### src/rtl/mode_ctrl.sv
// Top-level mode sequencer: cycles display modes, steps clock/timer edit fields,
// and abandons an edit after a configurable idle period.
module mode_ctrl #(
  parameter int P_TIMEOUT_CYC = 1_000_000_000
) (
  input  logic       iClk,
  input  logic       iRsn,
  input  logic       iBtn_Mode,
  input  logic       iBtn_Set,
  input  logic       iBtn_Edit,
  input  logic       iTimer_Run,
  output logic [3:0] oMode,
  output logic [1:0] oCLK_Set,
  output logic [1:0] oTIMER_Set,
  output logic       oSet_Active,
  output logic       oMode_Chg
);

  typedef enum logic [3:0] {
    S_CLK   = 4'b0000,
    S_SW    = 4'b0001,
    S_TIMER = 4'b0010,
    S_ULTRA = 4'b0100,
    S_DHT   = 4'b1000
  } modeT;

  localparam logic [29:0] LP_LAST_IDLE = 30'(P_TIMEOUT_CYC - 1);

  modeT        stateReg, stateNext;
  logic [1:0]  clkSetReg, clkSetNext;
  logic [1:0]  timerSetReg, timerSetNext;
  logic        setActiveReg, setActiveNext;
  logic        modeChgReg, modeChgNext;
  logic [29:0] idleCntReg, idleCntNext;
  logic        anyPulse;
  logic        timeoutHit;

  always_ff @(posedge iClk) begin
    if (!iRsn) begin
      stateReg     <= S_CLK;
      clkSetReg    <= 2'b00;
      timerSetReg  <= 2'b00;
      setActiveReg <= 1'b0;
      modeChgReg   <= 1'b0;
      idleCntReg   <= '0;
    end else begin
      stateReg     <= stateNext;
      clkSetReg    <= clkSetNext;
      timerSetReg  <= timerSetNext;
      setActiveReg <= setActiveNext;
      modeChgReg   <= modeChgNext;
      idleCntReg   <= idleCntNext;
    end
  end

  always_comb begin
    stateNext    = stateReg;
    clkSetNext   = clkSetReg;
    timerSetNext = timerSetReg;
    modeChgNext  = 1'b0;
    anyPulse     = iBtn_Mode | iBtn_Set | iBtn_Edit;
    timeoutHit   = setActiveReg && !anyPulse && (idleCntReg == LP_LAST_IDLE);

    // Set wins over mode when both arrive together; the mode pulse is dropped.
    if (iBtn_Set) begin
      case (stateReg)
        S_CLK:   clkSetNext = clkSetReg + 2'd1;
        S_TIMER: begin
          if (!(timerSetReg == 2'b00 && iTimer_Run))
            timerSetNext = timerSetReg + 2'd1;
        end
        default: ;
      endcase
    end else if (iBtn_Mode && !setActiveReg) begin
      modeChgNext = 1'b1;
      case (stateReg)
        S_CLK:   stateNext = S_SW;
        S_SW:    stateNext = S_TIMER;
        S_TIMER: stateNext = S_ULTRA;
        S_ULTRA: stateNext = S_DHT;
        default: stateNext = S_CLK;
      endcase
    end else if (timeoutHit) begin
      clkSetNext   = 2'b00;
      timerSetNext = 2'b00;
    end

    if (!setActiveReg || anyPulse || timeoutHit)
      idleCntNext = '0;
    else
      idleCntNext = idleCntReg + 30'd1;

    setActiveNext = (clkSetNext != 2'b00) | (timerSetNext != 2'b00);
  end

  assign oMode       = stateReg;
  assign oCLK_Set    = clkSetReg;
  assign oTIMER_Set  = timerSetReg;
  assign oSet_Active = setActiveReg;
  assign oMode_Chg   = modeChgReg;

endmodule
### config.mk
export PLATFORM = sky130hd
export DESIGN_NAME = mode_ctrl
export DESIGN_NICKNAME = d
export VERILOG_FILES = /design/src/rtl/mode_ctrl.sv
export SDC_FILE = /design/constraint.sdc
export NUM_CORES = 1
export LEC_CHECK = 0
export ABC_AREA = 1
export ABC_CLOCK_PERIOD_IN_PS = 4770
export BUFFER_PORTS_ARGS = -buffer_cell sky130_fd_sc_hd__buf_2
export CORE_MARGIN = 1.5
export CORE_UTILIZATION = 40
export DETAILED_ROUTE_END_ITERATION = 10
export PLACE_DENSITY_LB_ADDON = 0.3
export SETUP_SLACK_MARGIN = 0.02
export SLEW_MARGIN = 20
export SYNTH_ARGS = -nofsm -noshare
export SYNTH_HDL_FRONTEND = slang
export SYNTH_SLANG_ARGS = --single-unit
### constraint.sdc
create_clock -name iClk -period 4.77 [get_ports iClk]
set_input_delay 0.954 -clock iClk [delete_from_list [all_inputs] [get_ports iClk]]
set_output_delay 0.954 -clock iClk [all_outputs]
set_load 0.1 [all_outputs]
==> summary.txt <==
simple-gate area share of the yosys netlist: 0.424
Worst path depth: 1
Clock Latency Late Sink: 0.29 ns
peak supply drop: 0.000172 V
R2R setup slack: 2.78 ns
Cell Chain, Critical Path: buf_2
routability cong.: 0.920
mux cell area share after synthesis: 0
first-pass GRT wire length: 8.74 mm
Non-Filler Instances: 418
worst r2r dst: idleCntReg[14]
Startpoint Class: flop
Async SR Flop Fraction: 0
GRT overflow: 0
outcome: complete, no violations
WHS: 0.489 ns
Max-Cap Viols: 0
Register-to-Register Path Depth: 9
WL final: 4.95 mm
clock skew: 0.00773 ns
worst slew pin tran: 0.617 ns
CP endpoint kind: primary output
Hold Crit Class: reg2reg
initial antenna violation count: 0
most frequent cells in the layout: 83 x nand2_1, 46 x inv_1, 42 x nor2_1
met1 WL: 2.39 mm
PwrDens: 284 nW/µm²
Post-Synth XOR/XNOR Area: 0.0200
Die H: 77.0 µm
# clock sinks: 40
Reg clk slew, reported paths: 0.07 ns
Lkg Pwr: 0.910 nW
main combinational cell family by area after synthesis: simple AND/OR/NAND/NOR gates
area grow syn2layout: 11.0%
final hold violations: 0
Worst Slack Setup Final: 2.69 ns
Post-synth EDFFs: 0
DP HPWL: 3.90 mm
Total GRT Usage: 0.183
CORE AREA: 5200 µm²
worst-path fanout max: 4
slowest CP cell: buf_2
WL per Instance: 11.8 µm
Final setup viols: 0
Placed Cells: 410
CP top delay family: buffers and inverters
Cell Rows: 26
final worst path period need: 2.08 ns
TritonRoute pass-1 iters: 5
metal3 WL: 272 µm
initial core utilization: 0.421
root buffer cell: clkbuf_8
WP buf/inv: 1
largest net degree at the start of global routing: 31
post_cts resized: 0
Ports: 16
DR WL met2: 2.26 mm
CP Launch Point: oMode[1]
Worst Setup EP: oMode[1]
synthesized area per cell: 6.70 µm²
Synth Instances: 327
Hold Buf Count CTS: 0
critical path arrival: 1.12 ns
share of layout cells above drive strength 1: 0.144
DR top layer: met4
DR vias/cell: 4.89
Multi-input gate area: 1180 µm²
fill count: 575
Place WS: 2.62 ns
Post-Synth Adder-Cell Area: 0.0114
Synth cell types: 30
CTS tree: yes
I/O Buffers: 15
Post-DRT Antenna Nets: 0
TritonCTS Buffers: 5
fin. max-slew vios: 0
# DRC: 0
Antenna Cells: 0
max frequency: 481 MHz
drt initial violations: 181
CP required: 3.82 ns
CP Class: reg2out
Synth Cell Area: 2190 µm²
vias: 2042
Post-Syn Nets: 335
fin nets: 355
sequential fraction of the synthesis area: 0.366
die width: 77.0 µm
area occupied by registers: 801 µm²
H-tree levels: 2
crit share post-route: 0.436
setup TNS: 0 ns
setup bufs post-CTS: 0
synth warn: 0
Compound-Gate Fraction of Synth Area: 0.0840
commonest non-fill, non-tap cell in the layout: nand2_1
vias in the first global route: 1903
CTS max path bufs: 2
Max transition margin: 0.586
die area: 5930 µm²
worst r2r src: idleCntReg[0]
RSZ-0062 raised after global routing: no
ys flop type: dfxtp_1
#FFs+latches synth: 40
max incr delay on CP: 0.45 ns
-- Yosys cell counts (all sizes together) (3+ instances only) --
master / count / area (µm²)
nand3: 19 / 105
a21oi: 22 / 118
inv: 48 / 180
nand4: 8 / 50.1
o21ai: 9 / 45.0
nor3b: 4 / 40.0
nor2: 49 / 211
nand2: 87 / 337
or2: 5 / 33.8
nor3: 19 / 133
buf: 3 / 22.5
xor2: 4 / 35.0
dfxtp: 40 / 801
-- worst min path at each step --
stage	from	end	depth (start not counted)
detailed placement	idleCntReg[25]	idleCntReg[25]	2
global placement	idleCntReg[28]	idleCntReg[28]	2
floorplan	idleCntReg[28]	idleCntReg[28]	2
finish	idleCntReg[25]	idleCntReg[25]	2
global route	idleCntReg[28]	idleCntReg[28]	2
CTS	idleCntReg[25]	idleCntReg[25]	2
-- power breakdown --
part	internal [W]	switching, W	leakage, nW
combinational	0.0000184	0.0000904	0.535
clock	0.000115	0.000116	0.0510
sequential	0.000343	0.00000766	0.323
-- metal layers --
layer | track usage | vias to the layer above
met3 | 0.0321 | 2
met1 | 0.247 | 912
met5 | 0 | -
li1 | - | 1076
met4 | 0.0582 | 0
met2 | 0.296 | 52
-- layout make-up --
type                    count  area share
multi-input cells         235       0.486
flip-flops and latches     40       0.329
inverters                  49      0.0762
well taps                  70      0.0360
clock buffers               6      0.0340
repair buffers             16      0.0340
clock inverters             2     0.00412
-- metrics by stage --
| step | area (µm²) | power (W) | utilization |
|---|---|---|---|
| final | 2430 | 0.000690 | 0.467 |
| after global routing | 2430 | 0.000717 | 0.467 |
| after CTS | 2430 | 0.000696 | 0.467 |
| after detailed placement | 2340 | 0.000467 | 0.449 |
| after global placement | 2340 | 0.000466 | 0.449 |
| after floorplan | 2190 | 0.000449 | - |
-- sequential cells by signal, indices dropped and copies added, names as in the netlist --
| signal | flops |
|---|---|
| oCLK_Set | 2 |
| oMode_Chg | 1 |
| oMode | 4 |
| oSet_Active | 1 |
| idleCntReg | 30 |
| oTIMER_Set | 2 |
-- cell families after synthesis --
logic type / Yosys count
AND/OR/NAND/NOR: 194
buffers and inverters: 52
flip-flops: 40
AO/OA/AOI/OAI: 34
XOR/XNOR: 5
adder cells (fa/ha/maj): 2
Power figures use the tool's default switching activity.
